==> src/rtl/ysyx_lsu_req_if.sv <==
// LSU-to-arbiter request bus: level-held load (ar/r) and store (aw/w) channels.
// The master side is the LSU request stage; the slave side is the arbiter.
interface ysyx_lsu_req_if #(
    parameter int ADDR_W = 32,
    parameter int DATA_W = 32
);
    logic [ADDR_W-1:0] lsu_araddr;
    logic              lsu_arvalid;
    logic [7:0]        lsu_rstrb;
    logic [DATA_W-1:0] lsu_rdata;
    logic              lsu_rvalid;
    logic [ADDR_W-1:0] lsu_awaddr;
    logic              lsu_awvalid;
    logic [DATA_W-1:0] lsu_wdata;
    logic [7:0]        lsu_wstrb;
    logic              lsu_wvalid;
    logic              lsu_wready;

    modport master (
        output lsu_araddr, lsu_arvalid, lsu_rstrb,
        input  lsu_rdata, lsu_rvalid,
        output lsu_awaddr, lsu_awvalid, lsu_wdata, lsu_wstrb, lsu_wvalid,
        input  lsu_wready
    );

    modport slave (
        input  lsu_araddr, lsu_arvalid, lsu_rstrb,
        output lsu_rdata, lsu_rvalid,
        input  lsu_awaddr, lsu_awvalid, lsu_wdata, lsu_wstrb, lsu_wvalid,
        output lsu_wready
    );
endinterface

==> src/rtl/ysyx_lsu_req.sv <==
// LSU memory-request stage: alignment check, level-held arbiter request,
// load-data extension and tagged response with bus-hang timeout.
module ysyx_lsu_req #(
    parameter int ADDR_W  = 32,
    parameter int DATA_W  = 32,
    parameter int TIMEOUT = 1023
) (
    input  logic              clk,
    input  logic              rst,
    input  logic              req_valid,
    output logic              req_ready,
    input  logic              req_wen,
    input  logic [ADDR_W-1:0] req_addr,
    input  logic [DATA_W-1:0] req_wdata,
    input  logic [2:0]        req_funct3,
    input  logic [4:0]        req_rd,
    ysyx_lsu_req_if.master    lsu,
    output logic              rsp_valid,
    input  logic              rsp_ready,
    output logic              rsp_wen,
    output logic [4:0]        rsp_rd,
    output logic [DATA_W-1:0] rsp_rdata,
    output logic [1:0]        rsp_err
);
    typedef enum logic [1:0] {IDLE, LOAD, STORE, RESP} state_t;

    localparam int CW = (TIMEOUT > 1) ? $clog2(TIMEOUT) : 1;
    localparam logic [CW-1:0] TO_LAST = CW'((TIMEOUT > 0) ? TIMEOUT - 1 : 0);

    state_t            state_q, state_d;
    logic [CW-1:0]     cnt_q;
    logic [ADDR_W-1:0] addr_q;
    logic [DATA_W-1:0] wdata_q;
    logic [DATA_W-1:0] rdata_q;
    logic [2:0]        funct3_q;
    logic [4:0]        rd_q;
    logic              wen_q;
    logic [7:0]        strb_q;
    logic [1:0]        err_q;

    logic              accept;
    logic              bad;
    logic              timeout;
    logic [7:0]        strb_d;
    logic [DATA_W-1:0] ext_data;

    assign accept  = (state_q == IDLE) && req_valid;
    assign timeout = (TIMEOUT != 0) && (cnt_q == TO_LAST);

    // Unsupported encodings are folded into the misaligned error.
    always_comb begin
        bad = 1'b1;
        unique case (req_funct3)
            3'b000:  bad = 1'b0;
            3'b001:  bad = req_addr[0];
            3'b010:  bad = |req_addr[1:0];
            3'b100:  bad = req_wen;
            3'b101:  bad = req_wen | req_addr[0];
            default: bad = 1'b1;
        endcase
    end

    always_comb begin
        strb_d = 8'h00;
        unique case (1'b1)
            req_funct3[1:0] == 2'b00: strb_d = 8'h01;
            req_funct3[1:0] == 2'b01: strb_d = 8'h03;
            req_funct3[1:0] == 2'b10: strb_d = 8'h0f;
            default:                  strb_d = 8'h00;
        endcase
    end

    always_comb begin
        ext_data = lsu.lsu_rdata;
        unique case (funct3_q)
            3'b000:  ext_data = {{(DATA_W-8){lsu.lsu_rdata[7]}}, lsu.lsu_rdata[7:0]};
            3'b001:  ext_data = {{(DATA_W-16){lsu.lsu_rdata[15]}}, lsu.lsu_rdata[15:0]};
            3'b100:  ext_data = {{(DATA_W-8){1'b0}}, lsu.lsu_rdata[7:0]};
            3'b101:  ext_data = {{(DATA_W-16){1'b0}}, lsu.lsu_rdata[15:0]};
            default: ext_data = lsu.lsu_rdata;
        endcase
    end

    always_ff @(posedge clk or negedge rst) begin
        if (!rst) state_q <= IDLE;
        else      state_q <= state_d;
    end

    // Bus valids come from the state register only, never from bus inputs.
    always_comb begin
        state_d         = state_q;
        req_ready       = 1'b0;
        lsu.lsu_arvalid = 1'b0;
        lsu.lsu_awvalid = 1'b0;
        lsu.lsu_wvalid  = 1'b0;
        rsp_valid       = 1'b0;
        unique case (state_q)
            IDLE: begin
                req_ready = 1'b1;
                if (req_valid) begin
                    if (bad)          state_d = RESP;
                    else if (req_wen) state_d = STORE;
                    else              state_d = LOAD;
                end
            end
            LOAD: begin
                lsu.lsu_arvalid = 1'b1;
                if (lsu.lsu_rvalid || timeout) state_d = RESP;
            end
            STORE: begin
                lsu.lsu_awvalid = 1'b1;
                lsu.lsu_wvalid  = 1'b1;
                if (lsu.lsu_wready || timeout) state_d = RESP;
            end
            RESP: begin
                rsp_valid = 1'b1;
                if (rsp_ready) state_d = IDLE;
            end
            default: state_d = IDLE;
        endcase
    end

    always_ff @(posedge clk or negedge rst) begin
        if (!rst) begin
            cnt_q <= '0;
        end else if (state_q == LOAD || state_q == STORE) begin
            cnt_q <= cnt_q + 1'b1;
        end else begin
            cnt_q <= '0;
        end
    end

    always_ff @(posedge clk or negedge rst) begin
        if (!rst) begin
            addr_q   <= '0;
            wdata_q  <= '0;
            rdata_q  <= '0;
            funct3_q <= '0;
            rd_q     <= '0;
            wen_q    <= 1'b0;
            strb_q   <= '0;
            err_q    <= '0;
        end else begin
            if (accept) begin
                addr_q   <= req_addr;
                wdata_q  <= req_wdata;
                rdata_q  <= '0;
                funct3_q <= req_funct3;
                rd_q     <= req_rd;
                wen_q    <= req_wen;
                strb_q   <= strb_d;
                err_q    <= bad ? 2'b01 : 2'b00;
            end
            // A response arriving with the timeout still wins.
            if (state_q == LOAD) begin
                if (lsu.lsu_rvalid) rdata_q <= ext_data;
                else if (timeout)   err_q   <= 2'b10;
            end
            if (state_q == STORE && !lsu.lsu_wready && timeout) begin
                err_q <= 2'b10;
            end
        end
    end

    assign lsu.lsu_araddr = addr_q;
    assign lsu.lsu_rstrb  = strb_q;
    assign lsu.lsu_awaddr = addr_q;
    assign lsu.lsu_wdata  = wdata_q;
    assign lsu.lsu_wstrb  = strb_q;

    assign rsp_wen   = wen_q;
    assign rsp_rd    = rd_q;
    assign rsp_rdata = rdata_q;
    assign rsp_err   = err_q;
endmodule

==> src/flat_wrapper.sv <==
// flat-port wrapper written by rule: the top's interface ports become plain ports
module ysyx_lsu_req_flat 
#(
    parameter int ADDR_W  = 32,
    parameter int DATA_W  = 32,
    parameter int TIMEOUT = 1023
)
  (clk, rst, req_valid, req_ready, req_wen, req_addr, req_wdata, req_funct3, req_rd, rsp_valid, rsp_ready, rsp_wen, rsp_rd, rsp_rdata, rsp_err, lsu_lsu_araddr, lsu_lsu_arvalid, lsu_lsu_rstrb, lsu_lsu_rdata, lsu_lsu_rvalid, lsu_lsu_awaddr, lsu_lsu_awvalid, lsu_lsu_wdata, lsu_lsu_wstrb, lsu_lsu_wvalid, lsu_lsu_wready);
  ysyx_lsu_req_if #(.ADDR_W(ADDR_W), .DATA_W(DATA_W)) lsu_i ();
  input  logic clk;
  input  logic rst;
  input  logic req_valid;
  output logic req_ready;
  input  logic req_wen;
  input  logic [ADDR_W-1:0] req_addr;
  input  logic [DATA_W-1:0] req_wdata;
  input  logic [2:0] req_funct3;
  input  logic [4:0] req_rd;
  output logic rsp_valid;
  input  logic rsp_ready;
  output logic rsp_wen;
  output logic [4:0] rsp_rd;
  output logic [DATA_W-1:0] rsp_rdata;
  output logic [1:0] rsp_err;
  output wire logic [$bits(lsu_i.lsu_araddr)-1:0] lsu_lsu_araddr;
  output wire logic [$bits(lsu_i.lsu_arvalid)-1:0] lsu_lsu_arvalid;
  output wire logic [$bits(lsu_i.lsu_rstrb)-1:0] lsu_lsu_rstrb;
  input wire logic [$bits(lsu_i.lsu_rdata)-1:0] lsu_lsu_rdata;
  input wire logic [$bits(lsu_i.lsu_rvalid)-1:0] lsu_lsu_rvalid;
  output wire logic [$bits(lsu_i.lsu_awaddr)-1:0] lsu_lsu_awaddr;
  output wire logic [$bits(lsu_i.lsu_awvalid)-1:0] lsu_lsu_awvalid;
  output wire logic [$bits(lsu_i.lsu_wdata)-1:0] lsu_lsu_wdata;
  output wire logic [$bits(lsu_i.lsu_wstrb)-1:0] lsu_lsu_wstrb;
  output wire logic [$bits(lsu_i.lsu_wvalid)-1:0] lsu_lsu_wvalid;
  input wire logic [$bits(lsu_i.lsu_wready)-1:0] lsu_lsu_wready;
  assign lsu_lsu_araddr = lsu_i.lsu_araddr;
  assign lsu_lsu_arvalid = lsu_i.lsu_arvalid;
  assign lsu_lsu_rstrb = lsu_i.lsu_rstrb;
  assign lsu_i.lsu_rdata = lsu_lsu_rdata;
  assign lsu_i.lsu_rvalid = lsu_lsu_rvalid;
  assign lsu_lsu_awaddr = lsu_i.lsu_awaddr;
  assign lsu_lsu_awvalid = lsu_i.lsu_awvalid;
  assign lsu_lsu_wdata = lsu_i.lsu_wdata;
  assign lsu_lsu_wstrb = lsu_i.lsu_wstrb;
  assign lsu_lsu_wvalid = lsu_i.lsu_wvalid;
  assign lsu_i.lsu_wready = lsu_lsu_wready;
  ysyx_lsu_req #(.ADDR_W(ADDR_W), .DATA_W(DATA_W), .TIMEOUT(TIMEOUT)) u_core (.clk(clk), .rst(rst), .req_valid(req_valid), .req_ready(req_ready), .req_wen(req_wen), .req_addr(req_addr), .req_wdata(req_wdata), .req_funct3(req_funct3), .req_rd(req_rd), .lsu(lsu_i), .rsp_valid(rsp_valid), .rsp_ready(rsp_ready), .rsp_wen(rsp_wen), .rsp_rd(rsp_rd), .rsp_rdata(rsp_rdata), .rsp_err(rsp_err));
endmodule
==> config.mk <==
export PLATFORM = sky130hd
export DESIGN_NAME = ysyx_lsu_req_flat
export DESIGN_NICKNAME = d
export VERILOG_FILES = /design/src/rtl/ysyx_lsu_req_if.sv /design/src/rtl/ysyx_lsu_req.sv /design/src/flat_wrapper.sv
export SDC_FILE = /design/constraint.sdc
export NUM_CORES = 1
export LEC_CHECK = 0
export ABC_AREA = 1
export BUFFER_PORTS_ARGS = -buffer_cell sky130_fd_sc_hd__buf_2
export CELL_PAD_IN_SITES_DETAIL_PLACEMENT = 2
export CELL_PAD_IN_SITES_GLOBAL_PLACEMENT = 2
export CORE_UTILIZATION = 27
export DETAILED_ROUTE_END_ITERATION = 16
export HOLD_SLACK_MARGIN = 0.05
export PLACE_DENSITY_LB_ADDON = 0.1
export SLEW_MARGIN = 30
export SYNTH_ARGS = -nofsm -noshare
export SYNTH_HDL_FRONTEND = slang
export SYNTH_SLANG_ARGS = --single-unit
export TNS_END_PERCENT = 10
==> constraint.sdc <==
create_clock -name clk -period 3.65 [get_ports clk]
set_clock_uncertainty 0.15 [all_clocks]
set_input_delay 0.365 -clock clk [delete_from_list [all_inputs] [get_ports clk]]
set_output_delay 0.365 -clock clk [all_outputs]
set_load 0.02 [all_outputs]
* After elaboration in Yosys (flattened, before gate mapping)
Cells that the tools add are included.
Widths: inputs -> output; s select.
** Storage, ports and cells
- Logic and storage cells :: 66
- Output and inout bits :: 157
- Bits in registers :: 127
** Operators by class
- Reduce and logical (&&, ||, !) cells :: 13
- Add/sub/neg operators :: 1
- Multiplexer cells :: 24
- Equal/unequal tests :: 17
- Bitwise operators :: 1
** Operator list (count)
- $pmux 32 s4 :: 1
- $mux 32 :: 3
- $mux 2 :: 11
- $eq 3x3->1 const B :: 4
- $pmux 4 s3 :: 1
- $add 10x1->10 const B :: 1
- $eq 10x10->1 const B :: 1
- $mux 10 :: 1
- $pmux 2 s4 :: 1
- $eq 2x2->1 const B :: 3
- $eq 3x1->1 const B :: 2
- $logic_not 3->1 :: 2
- $mux 1 :: 5
- $pmux 1 s5 :: 1
- $eq 2x1->1 const B :: 2
- $logic_not 2->1 :: 2
- $ne 2x1->1 const B :: 2
- $ne 2x2->1 const B :: 2
- $reduce_and 4->1 :: 1
- $eq 3x2->1 const B :: 1
- $logic_and 1x1->1 :: 3
- $logic_or 1x1->1 :: 3
- $reduce_or 2->1 :: 1
- $logic_not 1->1 :: 1
- $or 1x1->1 :: 1

* Logic depth before layout (Yosys ltp)
- Depth in word-level cells :: 8
- Gate-level depth with buffers :: 10

* Least setup slack after synthesis
No wires, ideal clock.
- Path kind :: register to register
- From :: reg u_core.state_q[0]
- To :: reg u_core.addr_q[2] (netlist: u_core.lsu.lsu_araddr[2])
- Clock period less this slack :: 1.718 ns
- Data arrival time :: 1.503 ns
- Library setup time :: 0.065 ns
- Path slack :: 1.932 ns
- Cell stages (with the launch flop) :: 8
- Required time :: 3.435 ns
- Cell sequence :: dfrtp_1 > inv_1 > ha_1 > nand2_1 > inv_2 > clkbuf_1 > nand2_1 > nand2_1
** Between the ends
- Cells in the longest elaborated chain, start to end :: 2
** RTL lines
- from (decl) :: line ysyx_lsu_req.sv:30 : state_t state_q, state_d;
- from (signal assigned) :: line ysyx_lsu_req.sv:86 : else state_q <= state_d;
- $logic_not 2->1 :: line ysyx_lsu_req.sv:47 : assign accept = (state_q == IDLE) && req_valid;
- $logic_and 1x1->1 :: line ysyx_lsu_req.sv:47
- to (signal assigned) :: line ysyx_lsu_req.sv:145 : addr_q <= req_addr;
- to (decl) :: line ysyx_lsu_req.sv:32 : logic [ADDR_W-1:0] addr_q;
No other way between the ends.
A chain may end at the register's enable or synchronous reset.

* Final worst setup path
Same ends and word-level chain as after synthesis.

==> results.rst <==
.. list-table::
   :header-rows: 1

   * - Metric
     - Value
   * - Placeable core area
     - 19,720 µm²
   * - Last weighted congestion value of the routability-driven placer
     - 0.7537
   * - Library cell used as clock root buffer
     - sky130_fd_sc_hd__clkbuf_16
   * - Number of instances resized during post-cts repair
     - 0
   * - Total power density per cell area
     - 907.5 nW/µm²
   * - Gate count after technology mapping
     - 632
   * - Sum of negative setup slack
     - 0 ns
   * - Critical-path cell with the highest stage delay
     - sky130_fd_sc_hd__inv_2
   * - Number of buffers inserted during clock tree synthesis
     - 17
   * - Overall routed net length
     - 20.38 mm
   * - Number of cell rows
     - 51
   * - Worst R2R Start
     - u_core.state_q[0]
   * - Post-Synthesis Mean Instance Area
     - 8.693 µm²
   * - Maximum achievable frequency
     - 377.7 MHz
   * - Maximum number of pins on one net before global-route repair
     - 73
   * - Final instance count without filler cells
     - 1,202
   * - Chain of cells forming the critical path
     - inv_1, ha_1, nand2_4, inv_2, buf_12, nand2_1, nand2_1
   * - Critical Path Sink Type
     - flop
   * - HPWL Detailed
     - 13.45 mm
   * - Leakage power total
     - 4.536 nW
   * - Setup repair after global routing missed its margin
     - no
   * - Worst-path fanout max
     - 55
   * - Die Footprint
     - 20,920 µm²
   * - Number of maximum-capacitance violations
     - 0
   * - Wire per inst
     - 16.96 µm
   * - Nature of the critical path startpoint
     - flop
   * - Latest clock arrival within the worst-skew pair
     - 0.41 ns
   * - Required time of the critical path
     - 3.85 ns
   * - Status
     - completed
   * - Proportion of synthesized chip area in sequential cells
     - 55.57%
   * - Die span in y
     - 144.6 µm
   * - Final worst-path cycle share
     - 72.54%
   * - Worst hold endpoint
     - u_core.rsp_rdata[28]
   * - Total number of vias
     - 5,408
   * - Initial DRC count
     - 150
   * - Placed insts
     - 1,092
   * - Total number of H-tree levels
     - 4
   * - Post-layout utilization of the core
     - 41.29%
   * - Critical path class
     - reg -> reg
   * - Footprint of the flip-flops and latches
     - 3053 µm²
   * - Maximum count of clock buffers along a single path
     - 2
   * - Most common library cells after synthesis
     - sky130_fd_sc_hd__nand2_1, sky130_fd_sc_hd__dfrtp_1, sky130_fd_sc_hd__buf_4
   * - Most frequent cell on the critical path
     - sky130_fd_sc_hd__nand2_1
   * - Worst path setup slack after routing
     - 1.002 ns
   * - Final setup violating endpoints
     - 0
   * - Multi-input combinational cell area
     - 1883 µm²
   * - Share of layout cells above drive strength 1
     - 32.94%
   * - Count of hold-fix buffers inserted at cts
     - 76
   * - Post-synthesis instance area
     - 5494 µm²
   * - Starting utilization of the core area
     - 27.86%
   * - Total number of yosys warnings
     - 0
   * - Pins Over Slew Limit
     - 0
   * - Distinct cells, synth
     - 31
   * - Number of cells traversed by the worst hold path
     - 3
   * - Post-CTS Setup Inserts
     - 0
   * - Start point of the critical path
     - u_core.state_q[0]
   * - Clock-pin slew on the worst setup and hold paths
     - 0.06 ns
   * - Cell types with the largest area share after synthesis
     - sky130_fd_sc_hd__dfrtp_1, sky130_fd_sc_hd__nand2_1, sky130_fd_sc_hd__buf_4, sky130_fd_sc_hd__a21oi_1, sky130_fd_sc_hd__ha_1
   * - Data arrival, critical path
     - 2.85 ns
   * - Path class of the lowest-slack min-delay path
     - in -> reg
   * - Count of buffers from port buffering
     - 259
   * - Hold WS
     - 0.08564 ns
   * - Via count of the first global-routing pass
     - 5,953
   * - Worst-margin pin slew
     - 0.8769 ns
   * - Final hold violations
     - 0
   * - Worst path max stage delay
     - 0.75 ns
   * - Area growth syn-to-layout
     - 48.19%
   * - Antenna violations before repair
     - 2
   * - Number of register bits inferred by synthesis
     - 122
   * - Worst VDD drop
     - 0.0003281 V
   * - Main synth FF type
     - sky130_fd_sc_hd__dfrtp_1
   * - Period minus WS final
     - 2.648 ns
   * - Minimum setup slack after placement
     - 0.9798 ns
   * - Hold path startpoint
     - lsu_lsu_rdata[28]
   * - Setup slack of the worst register-to-register path
     - 1.00 ns
   * - Number of fill cells in the layout
     - 2,176
   * - Fraction of post-synthesis cell area in the top cell type by area
     - 55.57%
   * - Die Wd
     - 144.6 µm
   * - CTS tree
     - yes
   * - Worst max-slew margin expressed relative to the limit
     - 41.54%
   * - Initial DRT Pass Iterations
     - 4
   * - TritonCTS sink count
     - 122
   * - Number of routed nets with antenna violations
     - 0
   * - Overall track demand over capacity in global routing
     - 19.74%
   * - Worst Reg2Reg Path Length in Cells
     - 7
   * - Number of flops mapped to enable cells by yosys
     - 0
   * - Worst reg2reg endpoint
     - u_core.lsu.lsu_araddr[2]
   * - Synth area leader
     - sky130_fd_sc_hd__dfrtp_1
   * - Most frequently used cell type in the post-synthesis netlist
     - sky130_fd_sc_hd__nand2_1
   * - Number of placed I/O pins
     - 268
   * - Number of design rule violations left after detail routing
     - 0
   * - Global-route wire length before repair
     - 31.29 mm
   * - Average via count per standard cell
     - 4.499
   * - FFs w/ async S/R, synth
     - 100.0%
   * - Overflow left after global routing
     - 0
   * - Final #Nets
     - 1,045
[cells in the final DEF, fill, tap and decap left out, drive strengths merged]
master	synthesis	routed
nand4	1	1
a31oi	1	1
clkinv	1	3
a211oi	1	1
a31o	7	7
conb	1	8
nor3	3	3
bufinv	0	4
clkbuf	12	20
nand2	260	260
and3	1	1
buf	63	263
o21ai	32	32
diode	0	2
o22ai	1	1
o21a	3	3
dfrtp	122	122
nand3	29	29
clkinvlp	0	3
xor2	1	1
o211a	1	1
nor3b	1	1
inv	26	29
a21oi	30	30
nor2	23	23
ha	12	12
dlygate4sd3	0	76
[worst max path at each step]
stage,to,slack (ns),cells after the start
5_1_grt,u_core.lsu.lsu_araddr[2],0.77,7
3_5_place_dp,u_core.lsu.lsu_wdata[9],0.98,7
6_report,u_core.lsu.lsu_araddr[2],1.00,7
4_1_cts,u_core.lsu.lsu_wdata[10],0.92,7
2_1_floorplan,u_core.lsu.lsu_araddr[2],1.93,7
3_3_place_gp,u_core.lsu.lsu_wdata[2],1.12,7
[registers in the layout, indices dropped and copies added (netlist names)]
name	flops
u_core.lsu.lsu_araddr	32
u_core.rsp_rd	5
u_core.funct3_q	3
u_core.rsp_rdata	32
u_core.cnt_q	10
u_core.state_q	2
u_core.rsp_err	2
u_core.lsu.lsu_wdata	32
u_core.lsu.lsu_rstrb	3
u_core.rsp_wen	1
[metrics by stage]
| stage | power (mW) | instance area, µm² |
|---|---|---|
| 6_report | 7.389 | 8142 |
| 5_1_grt | 7.898 | 8142 |
| 4_1_cts | 7.494 | 8137 |
| 3_5_place_dp | 5.490 | 6723 |
| 3_3_place_gp | 5.363 | 6723 |
| 2_1_floorplan | 4.507 | 5520 |
[worst max-delay path, delay by kind of cell, from the launching register on]
kind / cells / cell delay (ns)
flops: 1 / 0.42
simple gates: 3 / 0.58
fa+ha+maj: 1 / 0.25
buf+inv: 3 / 1.16
[area by class of cell]
| class | instances | share of cell area (%) |
|---|---|---|
| antenna | 2 | 0.06147 |
| clock buffer | 20 | 5.732 |
| clock inverter | 12 | 2.290 |
| inverter | 27 | 1.245 |
| multi-input combinational | 415 | 23.13 |
| sequential | 122 | 37.50 |
| tap | 265 | 4.073 |
| timing repair buffer | 339 | 25.97 |
[cells by family after synthesis]
group	synth area share, %
buffers and inverters	10.82
AO/OA/AOI/OAI	7.721
other	0.06826
XOR/XNOR	0.1594
AND/OR/NAND/NOR	22.93
adder cells (fa/ha/maj)	2.733
flip-flops	55.57
[power breakdown]
| group | switching [mW] | internal [mW] | total (mW) | leakage [nW] |
|---|---|---|---|---|
| Combinational | 2.15 | 1.03 | 3.19 | 2.66 |
| Sequential | 0.415 | 1.92 | 2.34 | 1.56 |
| Clock | 0.656 | 1.21 | 1.86 | 0.310 |
[per-layer routing]
layer | up-vias | GRT usage [%] | routed length [µm]
li1 | 2518 | - | -
met1 | 2694 | 23.02 | 8351
met2 | 171 | 34.46 | 10310
met3 | 25 | 5.331 | 1277
met4 | 0 | 7.313 | 438
met5 | - | 0 | 0
Note: power is estimated with default switching activity, not from simulation.
